<file path="config.mk">
export PLATFORM = sky130hd
export DESIGN_NAME = serial_frame_extractor_flat
export DESIGN_NICKNAME = d
export VERILOG_FILES = /design/src/rtl/serial_pkg.sv /design/src/rtl/serial_frame_extractor_if.sv /design/src/rtl/header_matcher.sv /design/src/rtl/serial_frame_extractor.sv /design/src/flat_wrapper.sv
export SDC_FILE = /design/constraint.sdc
export NUM_CORES = 1
export LEC_CHECK = 0
export ABC_AREA = 1
export CAP_MARGIN = 25
export CORE_MARGIN = 3
export CORE_UTILIZATION = 48
export DETAILED_ROUTE_END_ITERATION = 16
export PLACE_DENSITY = 0.72
export SLEW_MARGIN = 20
export SYNTH_ARGS = -nofsm -noshare
export SYNTH_HDL_FRONTEND = slang
export SYNTH_SLANG_ARGS = --single-unit
export TNS_END_PERCENT = 100
</file>
<file path="constraint.sdc">
create_clock -name clk -period 1.9 [get_ports clk]
set_input_delay 0.38 -clock clk [delete_from_list [all_inputs] [get_ports clk]]
set_output_delay 0.38 -clock clk [all_outputs]
set_load 0.1 [all_outputs]
</file>
<file path="src/rtl/serial_pkg.sv">
// Shared definitions for the serial frame extractor: FSM encoding and default header.
package serial_pkg;

    typedef enum logic [1:0] {
        HUNT = 2'd0,
        CHAN = 2'd1,
        LEN  = 2'd2,
        DATA = 2'd3
    } state_t;

    localparam logic [3:0] DEFAULT_HDR_PATTERN = 4'b1101;

    function automatic int unsigned max_w(input int unsigned a, input int unsigned b);
        return (a > b) ? a : b;
    endfunction

endpackage

</file>
<file path="src/rtl/serial_frame_extractor_if.sv">
// Bit-stream handshake and frame outputs between the serial input stage and the demux.
interface serial_frame_extractor_if #(
    parameter int unsigned CH_W  = 2,
    parameter int unsigned CNT_W = 8
);
    logic             Clk_EN;
    logic             serIn;
    logic             serOut;
    logic             serOutValid;
    logic [CH_W-1:0]  chan;
    logic             frame_done;
    logic [CNT_W-1:0] frame_count;

    // Upstream side: supplies the bit stream and observes extracted frames.
    modport master (
        output Clk_EN, serIn,
        input  serOut, serOutValid, chan, frame_done, frame_count
    );

    // Extractor side.
    modport slave (
        input  Clk_EN, serIn,
        output serOut, serOutValid, chan, frame_done, frame_count
    );
endinterface

</file>
<file path="src/rtl/header_matcher.sv">
// Sliding-window header detector; the window only counts bits seen since the last clear.
module header_matcher
    import serial_pkg::*;
#(
    parameter int unsigned          HDR_W       = 4,
    parameter logic [HDR_W-1:0]     HDR_PATTERN = HDR_W'(DEFAULT_HDR_PATTERN)
) (
    input  logic clk,
    input  logic rst,
    input  logic Clk_EN,
    input  logic serIn,
    input  logic clear,
    output logic match
);
    localparam int unsigned     HIST_W   = HDR_W - 1;
    localparam int unsigned     FILL_W   = $clog2(HDR_W);
    localparam logic [FILL_W-1:0] FILL_MAX = FILL_W'(HDR_W - 1);

    logic [HIST_W-1:0] hist_q, hist_d;
    logic [FILL_W-1:0] fill_q, fill_d;

    // Next history/fill: clear wins, otherwise shift in and saturate the fill count.
    always_comb begin
        hist_d = hist_q;
        fill_d = fill_q;
        if (Clk_EN) begin
            if (clear) begin
                hist_d = '0;
                fill_d = '0;
            end else begin
                hist_d = HIST_W'({hist_q, serIn});
                if (fill_q != FILL_MAX) begin
                    fill_d = fill_q + FILL_W'(1);
                end
            end
        end
    end

    // History and fill registers.
    always_ff @(posedge clk or posedge rst) begin
        if (rst) begin
            hist_q <= '0;
            fill_q <= '0;
        end else begin
            hist_q <= hist_d;
            fill_q <= fill_d;
        end
    end

    // Current bit completes the window; overlapping headers fall out naturally.
    always_comb begin
        match = (fill_q == FILL_MAX) && ({hist_q, serIn} == HDR_PATTERN);
    end

endmodule

</file>
<file path="src/rtl/serial_frame_extractor.sv">
// Finds a header, captures channel and length fields, then forwards the payload bits.
module serial_frame_extractor
    import serial_pkg::*;
#(
    parameter int unsigned      HDR_W       = 4,
    parameter logic [HDR_W-1:0] HDR_PATTERN = HDR_W'(DEFAULT_HDR_PATTERN),
    parameter int unsigned      CH_W        = 2,
    parameter int unsigned      LEN_W       = 4,
    parameter int unsigned      CNT_W       = 8
) (
    input  logic                     clk,
    input  logic                     rst,
    serial_frame_extractor_if.slave  bus
);
    localparam int unsigned BC_W = max_w(CH_W, LEN_W);

    state_t           state_q, state_d;
    logic [BC_W-1:0]  bitcnt_q, bitcnt_d;
    logic [CH_W-1:0]  chan_sh_q, chan_sh_d;
    logic [CH_W-1:0]  chan_q, chan_d;
    logic [LEN_W-1:0] len_q, len_d;
    logic [CNT_W-1:0] fcnt_q, fcnt_d;
    logic [CH_W-1:0]  chan_asm;
    logic [LEN_W-1:0] len_asm;
    logic             hdr_clear;
    logic             hdr_match;
    logic             ser_out;
    logic             ser_valid;
    logic             done;

    // Outside HUNT the window is held empty so a new search never overlaps the payload.
    assign hdr_clear = (state_q != HUNT);

    header_matcher #(
        .HDR_W       (HDR_W),
        .HDR_PATTERN (HDR_PATTERN)
    ) u_header_matcher (
        .clk    (clk),
        .rst    (rst),
        .Clk_EN (bus.Clk_EN),
        .serIn  (bus.serIn),
        .clear  (hdr_clear),
        .match  (hdr_match)
    );

    // Next-state, field capture and output decode.
    always_comb begin
        state_d   = state_q;
        bitcnt_d  = bitcnt_q;
        chan_sh_d = chan_sh_q;
        chan_d    = chan_q;
        len_d     = len_q;
        fcnt_d    = fcnt_q;
        ser_out   = 1'b0;
        ser_valid = 1'b0;
        done      = 1'b0;
        chan_asm  = CH_W'({chan_sh_q, bus.serIn});
        len_asm   = LEN_W'({len_q, bus.serIn});

        case (state_q)
            HUNT: begin
                if (bus.Clk_EN && hdr_match) begin
                    state_d  = CHAN;
                    bitcnt_d = '0;
                end
            end
            CHAN: begin
                if (bus.Clk_EN) begin
                    chan_sh_d = chan_asm;
                    bitcnt_d  = bitcnt_q + BC_W'(1);
                    if (bitcnt_q == BC_W'(CH_W - 1)) begin
                        chan_d   = chan_asm;
                        bitcnt_d = '0;
                        state_d  = LEN;
                    end
                end
            end
            LEN: begin
                if (bus.Clk_EN) begin
                    len_d    = len_asm;
                    bitcnt_d = bitcnt_q + BC_W'(1);
                    if (bitcnt_q == BC_W'(LEN_W - 1)) begin
                        bitcnt_d = '0;
                        if (len_asm == '0) begin
                            // Empty frame completes on its last length bit.
                            done    = 1'b1;
                            fcnt_d  = fcnt_q + CNT_W'(1);
                            state_d = HUNT;
                        end else begin
                            state_d = DATA;
                        end
                    end
                end
            end
            DATA: begin
                ser_out   = bus.serIn;
                ser_valid = bus.Clk_EN;
                if (bus.Clk_EN) begin
                    bitcnt_d = bitcnt_q + BC_W'(1);
                    if (LEN_W'(bitcnt_q) == len_q - LEN_W'(1)) begin
                        done    = 1'b1;
                        fcnt_d  = fcnt_q + CNT_W'(1);
                        state_d = HUNT;
                    end
                end
            end
            default: begin
                state_d = HUNT;
            end
        endcase
    end

    // State and field registers; everything holds when Clk_EN is low.
    always_ff @(posedge clk or posedge rst) begin
        if (rst) begin
            state_q   <= HUNT;
            bitcnt_q  <= '0;
            chan_sh_q <= '0;
            chan_q    <= '0;
            len_q     <= '0;
            fcnt_q    <= '0;
        end else begin
            state_q   <= state_d;
            bitcnt_q  <= bitcnt_d;
            chan_sh_q <= chan_sh_d;
            chan_q    <= chan_d;
            len_q     <= len_d;
            fcnt_q    <= fcnt_d;
        end
    end

    assign bus.serOut      = ser_out;
    assign bus.serOutValid = ser_valid;
    assign bus.frame_done  = done;
    assign bus.chan        = chan_q;
    assign bus.frame_count = fcnt_q;

endmodule

</file>
<file path="src/flat_wrapper.sv">
// flat-port wrapper written by rule: the top's interface ports become plain ports
module serial_frame_extractor_flat import serial_pkg::*;
#(
    parameter int unsigned      HDR_W       = 4,
    parameter logic [HDR_W-1:0] HDR_PATTERN = HDR_W'(DEFAULT_HDR_PATTERN),
    parameter int unsigned      CH_W        = 2,
    parameter int unsigned      LEN_W       = 4,
    parameter int unsigned      CNT_W       = 8
)
  (clk, rst, bus_Clk_EN, bus_serIn, bus_serOut, bus_serOutValid, bus_chan, bus_frame_done, bus_frame_count);
  serial_frame_extractor_if #(.CH_W(CH_W), .CNT_W(CNT_W)) bus_i ();
  input  logic clk;
  input  logic rst;
  input wire logic [$bits(bus_i.Clk_EN)-1:0] bus_Clk_EN;
  input wire logic [$bits(bus_i.serIn)-1:0] bus_serIn;
  output wire logic [$bits(bus_i.serOut)-1:0] bus_serOut;
  output wire logic [$bits(bus_i.serOutValid)-1:0] bus_serOutValid;
  output wire logic [$bits(bus_i.chan)-1:0] bus_chan;
  output wire logic [$bits(bus_i.frame_done)-1:0] bus_frame_done;
  output wire logic [$bits(bus_i.frame_count)-1:0] bus_frame_count;
  assign bus_i.Clk_EN = bus_Clk_EN;
  assign bus_i.serIn = bus_serIn;
  assign bus_serOut = bus_i.serOut;
  assign bus_serOutValid = bus_i.serOutValid;
  assign bus_chan = bus_i.chan;
  assign bus_frame_done = bus_i.frame_done;
  assign bus_frame_count = bus_i.frame_count;
  serial_frame_extractor #(.HDR_W(HDR_W), .HDR_PATTERN(HDR_PATTERN), .CH_W(CH_W), .LEN_W(LEN_W), .CNT_W(CNT_W)) u_core (.clk(clk), .rst(rst), .bus(bus_i));
endmodule
</file>
; After elaboration in Yosys (flattened, before gate mapping)
; Cells that the tools add are included.
[totals]
register_bits = 26
latch_bits = 0
ram_bits = 0
rom_bits = 0
out_inout_bits = 13
wordCells = 76
memories = 0
[classes]
add_sub_neg = 4
n_mul = 0
n_div = 0
magnitude_cmp = 0
n_eq_ne = 17
shift = 0
n_mux = 33
n_bitwise = 0
n_reduce_logical = 14
[op_table]
columns = op, count
row1 = $mux W8, 5
row2 = $mux W4, 6
row3 = $mux W2, 10
row4 = $pmux W4 S4, 1
row5 = $pmux W8 S2, 1
row6 = $ne A2 B1 Y1 const B, 5
row7 = $add A8 B1 Y8 const B, 1
row8 = $ne A2 B2 Y1 const B, 4
row9 = $pmux W2 S4, 1
row10 = $mux W1, 7
row11 = $reduce_and A7 Y1, 1
row12 = $eq A2 B2 Y1 const B, 3
row13 = $reduce_and A2 Y1, 3
row14 = $reduce_and A6 Y1, 1
row15 = $reduce_bool A2 Y1, 3
row16 = $add A4 B1 Y4 const B, 1
row17 = $eq A4 B1 Y1 const B, 1
row18 = $eq A4 B2 Y1 const B, 1
row19 = $eq A4 B4 Y1, 1
row20 = $eq A4 B4 Y1 const B, 1
row21 = $logic_not A4 Y1, 1
row22 = $reduce_and A4 Y1, 1
row23 = $sub A4 B1 Y4 const B, 1
row24 = $mux W3, 1
row25 = 6 further kinds, 7

; Logic depth before layout (Yosys ltp)
; Gate-level depths: netlist of run 1.
[depth]
ltp_word = 5
mapped_depth = 14
ltp_nobuf = 13

; Modules after synthesis
; From an unflattened synthesis of run 1, not the netlist that was laid out.
[hier_totals]
hier_cells = 196
area_unflattened_um2 = 1537.7
[modules_own_cells]
columns = mod, instances, cells_each, area_per_inst_um2
row1 = serial_frame_extractor, 1, 166, 1278.7
row2 = header_matcher, 1, 30, 259.0

; Worst setup path before layout of run 1
; OpenSTA, ideal clock, no wires.
[synth_path]
kind = input to output
startpoint = input bus_Clk_EN
endpoint = output bus_frame_done
t_arrival_ns = 2.225
required_ns = 1.520
setup_slack_ns = -0.705
path_stages = 6
path_cell_list = buf_2 > inv_2 > nor2_2 > o21bai_4 > nand2_1 > inv_2
[synth_between]
elab_chain_cells = 2
elab_cells_between_ends = 3
classes_between = mux: 3
[synth_lines]
columns = element, line
row1 = "start, declared", flat_wrapper.sv:14  ; input wire logic [$bits(bus_i.Clk_EN)-1:0] bus_Clk_EN;
row2 = "$mux W1, on equally long branches", "serial_frame_extractor.sv:98, serial_frame_extractor.sv:79"
row3 = $pmux W1 S2 *, serial_frame_extractor.sv:60  ; case (state_q)
row4 = "end, declared", flat_wrapper.sv:19  ; output wire logic [$bits(bus_i.frame_done)-1:0] bus_frame_done;
; Mark *: on every way between the ends. The rest lies on a longest branch, timed or not.

; Worst setup path in the final report of run 1
[layout_path]
startpoint = register u_core.len_q[0]
endpoint = output bus_frame_done
[layout_between]
elab_chain_cells = 5
elab_cells_between_ends = 9
classes_between = add/sub: 1 / eq/ne: 1 / mux: 6 / reduce/logical: 1
[layout_lines]
columns = element, line
row1 = "start, declared", serial_frame_extractor.sv:21  ; logic [LEN_W-1:0] len_q, len_d;
row2 = "start signal, assigned", serial_frame_extractor.sv:127  ; len_q <= len_d;
row3 = $sub A4 B1 Y4 / $logic_not A4 Y1 (equally long branches), "serial_frame_extractor.sv:100, serial_frame_extractor.sv:84"
row4 = $eq A4 B4 Y1 / $mux W1 (equally long branches), "serial_frame_extractor.sv:100, serial_frame_extractor.sv:84"
row5 = "$mux W1, on equally long branches", "serial_frame_extractor.sv:100, serial_frame_extractor.sv:82"
row6 = "$mux W1, on equally long branches", "serial_frame_extractor.sv:98, serial_frame_extractor.sv:79"
row7 = $pmux W1 S2 *, serial_frame_extractor.sv:60
; Marked as above.

==> results of run 1 <==
[through the flow]
stage / std cells / setup WS [ns]
2_1_floorplan: 204 / -0.1562
3_3_place_gp: 275 / 0.01251
3_5_place_dp: 275 / -0.02636
4_1_cts: 279 / -0.2423
5_1_grt: 280 / -0.3550
6_report: 280 / -0.2233
[what timing repair did]
action | in CTS | in global routing
pin swaps | 5 | 5
setup endpoints to repair | 1 | 1
cloned | 0 | 0
resized for setup | 4 | 3
setup buffers | 0 | 1
[synth_stat cells]
cell type	instances	share of area, %
nand2_1	57	14
dfrtp_1	26	42
inv_1	26	6.3
nand3_1	16	5.1
nor2_1	11	2.7
o21ai_0	11	3.5
inv_2	10	2.4
nand4_1	6	2.4
ha_1	5	4.0
nand2_2	5	2.0
nor2_2	5	2.0
a21oi_1	4	1.3
nand3_2	3	1.9
buf_6	2	1.4
nor3_1	2	0.64
o21ai_1	2	0.64
o22ai_1	2	0.80
xor2_1	2	1.1
buf_2	1	0.32
mux2_4	1	0.96
nand2_4	1	0.72
nor2_4	1	0.72
nor3_2	1	0.64
o211ai_1	1	0.48
o21a_1	1	0.48
o21bai_4	1	1.2
or2_4	1	0.56
[state kept, by name (all words and copies together), names as in the netlist]
signal	flops
u_core.bus.chan	2
u_core.u_header_matcher.fill_q	2
u_core.chan_sh_q	1
u_core.len_q	4
u_core.bitcnt_q	4
u_core.u_header_matcher.hist_q	3
u_core.bus.frame_count	8
u_core.state_q	2
[where the power goes]
part | switching [W] | total [W] | internal (W)
combinational | 0.00123 | 0.00193 | 0.000699
sequential | 0.000190 | 0.000928 | 0.000738
clock | 0.000157 | 0.000240 | 0.0000823
total | 0.00157 | 0.00309 | 0.00152
[critical path: cells and delay by family, from the launching register on]
kind | cells | cell delay, ns
adders and majority gates | 1 | 0.20
and+or+nand+nor | 7 | 0.47
DFF | 1 | 0.41
buffers and inverters | 4 | 0.33
[final cells by class]
class	count	area share, %
tap	44	2.713
timing repair buffer	31	18.62
multi-input combinational	139	38.35
inverter	36	6.905
clock buffer	4	1.295
sequential	26	32.12
[logic make-up after synthesis]
kind of cell,share of synthesized area [%]
AND/OR/NAND/NOR,33.20
adder cells (fa/ha/maj),4.019
multiplexers,0.9643
buffers and inverters,10.45
XOR/XNOR,1.126
AO/OA/AOI/OAI,8.441
flip-flops,41.80
[worst paths after layout]
kind | to | from | cells after the start
setup / recovery | bus_frame_done | u_core.len_q[0]$_DFFE_PP0P_ | 12
hold / removal | u_core.bus.frame_count[4]$_DFFE_PP0P_ | rst | 3
setup reg to reg | u_core.state_q[0]$_DFFE_PP0P_ | u_core.len_q[0]$_DFFE_PP0P_ | 13
hold reg to reg | u_core.bus.chan[0]$_DFFE_PP0P_ | u_core.bus.chan[0]$_DFFE_PP0P_ | 2
max in group asynchronous | u_core.bus.frame_count[0]$_DFFE_PP0P_ | rst | 3
min in group clk | u_core.bus.chan[0]$_DFFE_PP0P_ | u_core.bus.chan[0]$_DFFE_PP0P_ | 2
[layer usage]
layer,wire [microns],vias to the layer above
met5,0,-
met4,24,0
met3,84,4
met2,1374,19
met1,1557,622
li1,-,713
==> metrics.txt, run 1 <==
Via Count 1358; grt peak-use layer met2; run status finished with violations; Worst Path Arrival 1.74 ns; Critical Path End Type output port; synth warn 0; full die area 0.003962 sq mm; met3 Use GR 3.237%; startpoint types flop; Pwr Total 0.003094 W; Final period util 111.8%; largest net degree at the start of global routing 27; placer congestion estimate 0.7676; initial antenna violation count 0; Layout Nets 246; Critical Path Fanout Max 3; Final Cell Area 0.002029 sq mm; std cell rows 20; Yosys reg bits 26; Yosys cell types 27; clock buffer depth 2; Setup CP Type flop to output port; Seq. cell area 651.9 sq um; Initial Util 50.57%; drt first-iter violations 85; Fin. Hold Viols 0; syn avg cell area 7.630 sq um; Synth Net Count 213; DR pass1 iterations 4; failing checks negative setup slack; commonest non-fill, non-tap cell in the layout nand2_1; Reg2Reg Setup Slack 0.22 ns; I/O Pins 17; H-tree depth 1; max-cap violation count 0; clock sink total 26; DRT Wirelength 3041 microns; post-cts hold buffer count 0; Synth Instances 204; CTS root buffer clkbuf_4; unrepaired setup endpoints after global routing yes; synthesis-to-layout area growth 30.39%; CP max-delay cell dfrtp_1; minimum clock period 2.123 ns; footprint of the multi-input gates 778.2 sq um; most frequent cells in the layout 55 x nand2_1, 25 x inv_1, 25 x dfrtp_1, 17 x buf_4, 16 x nand3_1; Worst Hold Class primary input to asynchronous set/reset pin; Vias per Instance 4.850; setup TNS -0.2233 ns; Worst-path clk slew 0.13 ns; maximum VDD drop 0.7218 mV; total grt overflow 0; IO buf count 16; met2 Use GR 26.22%; final-report max-slew violation count 0; grt met1 use 23.41%; clk_lat worst skew 0.32 ns; Post-DRT Antenna Nets 0; first-pass GRT wire length 5361 microns; Power Dens Cells 1524 mW/mm^2; Die H 62.95 microns; CP max stage delay 0.41 ns; vias in the first global route 1207; Core Util, Final 65.94%; ant diodes 0; Clock Skew 0.001445 ns; Worst-Margin Slew 0.3317 ns; Leak 1.005 nW; CTS tree done; Core ar. 0.003078 sq mm; Final HPWL DP 2349 microns; Critical Path RT 1.52 ns; slew margin rel. 77.89%; Die Width 62.95 microns; critical path, cell by cell inv_2, ha_4, inv_2, nand2_1, nand2_1, nand2_2, nor2_4, nand2_2, nand2_4, nand2_4, clkinv_4, buf_12; WHS 0.4097 ns; sequential fraction of the synthesis area 41.80%; gr usage total 16.65%; synthesized cell area 0.001556 sq mm; layout cells sized above 1 27.97%; fillcell total 262; Max Fclk 471.0 MHz; drt drc 0; DP Area 0.001971 sq mm; CTS Buf Count 3; per-cell routed wire length 10.86 microns; Final setup viols 1; final worst setup slack -0.2233 ns
Note: power is estimated with default switching activity, not from simulation.
==> run 2: changes to the inputs <==
--- a/config.mk
+++ b/config.mk
@@ -10,7 +10,7 @@
 export CORE_MARGIN = 3
 export CORE_UTILIZATION = 48
 export DETAILED_ROUTE_END_ITERATION = 16
-export PLACE_DENSITY = 0.72
+export PLACE_DENSITY_LB_ADDON = 0.2
 export SLEW_MARGIN = 20
 export SYNTH_ARGS = -nofsm -noshare
 export SYNTH_HDL_FRONTEND = slang
==> run 2 against run 1 <==
Against the previous run: clock power increased by 22%; die area did not move; sequential share of layout area is 1.0 points lower; the run still ends with negative setup slack left; clock-buffer cell count unchanged; worst setup slack worse by 0.0065 ns; first-iteration DRC count fell by 8.2%; cell count increased by 2.1%; maximum frequency is 0.30% lower; via count rose by 4.4%; sequential power is 0.4% higher; utilization grew 2.2 points.
==> metrics.txt, run 2 (synthesis gave the netlist of run 1 again) <==
run status finished with violations; failing checks negative setup slack; slew margin rel. 64.25% (-14 points); final worst setup slack -0.2298 ns (-0.006491 ns); Final HPWL DP 2679 microns (+14%); Critical Path End Type output port; CTS tree done; Layout Nets 252 (+2.4%); clock sink total 26 (unchanged); IO buf count 16 (unchanged); Reg2Reg Setup Slack 0.19 ns (-0.03 ns); H-tree depth 1 (unchanged); largest net degree at the start of global routing 16 (-41%); placer congestion estimate 0.8083 (+5.3%); Fin. Hold Viols 0 (unchanged); Core ar. 0.003078 sq mm (unchanged); startpoint types flop; Final period util 112.1% (+0.34 points); full die area 0.003962 sq mm (unchanged); Critical Path Fanout Max 2 (-1); Max Fclk 469.5 MHz (-0.30%); max-cap violation count 0 (unchanged); reg2reg end u_core.state_q[1]$_DFFE_PP0P_; drt drc 0 (unchanged); Post-DRT Antenna Nets 0 (unchanged); first-pass GRT wire length 6210 microns (+16%); unrepaired setup endpoints after global routing yes; DR pass1 iterations 4 (unchanged); WHS 0.3673 ns (-0.04241 ns); DRT Wirelength 3434 microns (+13%); Worst Hold Class primary input to asynchronous set/reset pin; I/O Pins 17 (unchanged); Setup WS pre-CTS -0.03914 ns (-0.01277 ns); CTS root buffer clkbuf_4; std cell rows 20 (unchanged); Setup CP Type flop to output port; Initial Util 50.57% (unchanged); Die H 62.95 microns (unchanged); total grt overflow 0 (unchanged); per-cell routed wire length 12.01 microns (+11%); clock buffer depth 2 (unchanged); minimum clock period 2.130 ns (+0.006491 ns); Via Count 1418 (+4.4%); Pwr Total 0.003191 W (+3.1%); max reg flops 8 (unchanged); Critical Path RT 1.52 ns (about the same); vias in the first global route 1486 (+23%); clk_lat worst skew 0.33 ns (about the same); gr usage total 19.28% (+2.6 points); initial antenna violation count 0 (unchanged); layout cells sized above 1 29.75% (+1.8 points); setup TNS -0.2298 ns (-0.006491 ns); Vias per Instance 4.958 (+2.2%); ant diodes 0 (unchanged); maximum VDD drop 0.8722 mV (+21%); Power Dens Cells 1523 mW/mm^2 (-0.12%); Clock Skew 0.007168 ns (+0.005723 ns); CTS Buf Count 3 (unchanged); most frequent cells in the layout 56 x nand2_1, 25 x inv_1, 25 x dfrtp_1, 22 x buf_4, 16 x nand3_1; drt first-iter violations 78 (-8.2%); Worst Path Arrival 1.75 ns (about the same); final-report max-slew violation count 0 (unchanged); Final setup viols 1 (unchanged); Worst R2R Path Depth 13 (unchanged); Worst-path clk slew 0.15 ns (+0.02 ns); synthesis-to-layout area growth 34.65%; Worst-Margin Slew 0.5357 ns (+0.2040 ns); commonest non-fill, non-tap cell in the layout nand2_1; Die Width 62.95 microns (unchanged); Leak 1.039 nW (+3.3%); worst reg2reg startpoint u_core.len_q[0]$_DFFE_PP0P_
run 2: cell types whose count changed in the layout (fill, tap and decap cells not counted):
cell / delta
buf_12: +1
nor2_2: +1
clkbuf_1: -1
nor3_4: +1
nor3_2: -1
nand2_2: -1
nand2_1: +1
clkbuf_8: +1
buf_4: +5
nor2_4: -1
run 2: critical path: stages, from the launching register on:
cell and delay (ns):
dfrtp_1 0.42, inv_2 0.09, ha_4 0.21, inv_2 0.04
nand2_1 0.04, nand2_1 0.05, nand2_1 0.06, nor2_2 0.11
nand2_2 0.07, nand2_4 0.07, nand2_4 0.06, clkinv_4 0.05
buf_12 0.16
run 2: worst max-delay path by stage:
stage / slack (ns) / start / depth (start not counted) / to
4_1_cts: -0.24 / u_core.len_q[1]$_DFFE_PP0P_ / 12 / bus_frame_done
2_1_floorplan: -0.16 / bus_Clk_EN / 6 / bus_frame_done
3_5_place_dp: -0.04 / bus_Clk_EN / 6 / bus_frame_done
3_3_place_gp: -0.005 / bus_Clk_EN / 6 / bus_frame_done
5_1_grt: -0.39 / u_core.len_q[0]$_DFFE_PP0P_ / 12 / bus_frame_done
6_report: -0.23 / u_core.len_q[0]$_DFFE_PP0P_ / 12 / bus_frame_done
run 2: routing by layer:
metal | up-vias | GRT usage, % | routed length, microns
met5 | - | 0 | 0
met4 | 0 | 4.683 | 34
met3 | 6 | 2.878 | 129
met2 | 30 | 33.99 | 1671
met1 | 665 | 24.55 | 1598
li1 | 717 | - | -
run 2: power breakdown:
group	total, W	switching, W	internal (W)
Sequential	0.000932	0.000194	0.000738
Combinational	0.00197	0.00124	0.000726
Clock	0.000292	0.000175	0.000117
Total	0.00319	0.00161	0.00158
run 2: what timing repair did:
action                     in CTS  in global routing
setup endpoints to repair       1                  1
pin swaps                       5                  5
hold buffers                    0                  0
buffers inserted                3                  0
gates resized for setup         4                  2
hold endpoints to repair        0                  0
run 2: cell type report:
cell class / instances / area, sq um
clock buffers: 4 / 36.28
fillers: 252 / 982.2
inverters: 36 / 140.1
multi-input cells: 139 / 777.0
flip-flops and latches: 26 / 651.9
well taps: 44 / 55.05
repair buffers: 37 / 435.4
run 2: stage by stage:
step / instance area [sq um] / std cells / util, %
floorplan: 1573 / 204 / -
global placement: 2013 / 279 / 65.41
detailed placement: 2013 / 279 / 65.41
CTS: 2090 / 286 / 67.89
global route: 2096 / 286 / 68.09
finish: 2096 / 286 / 68.09
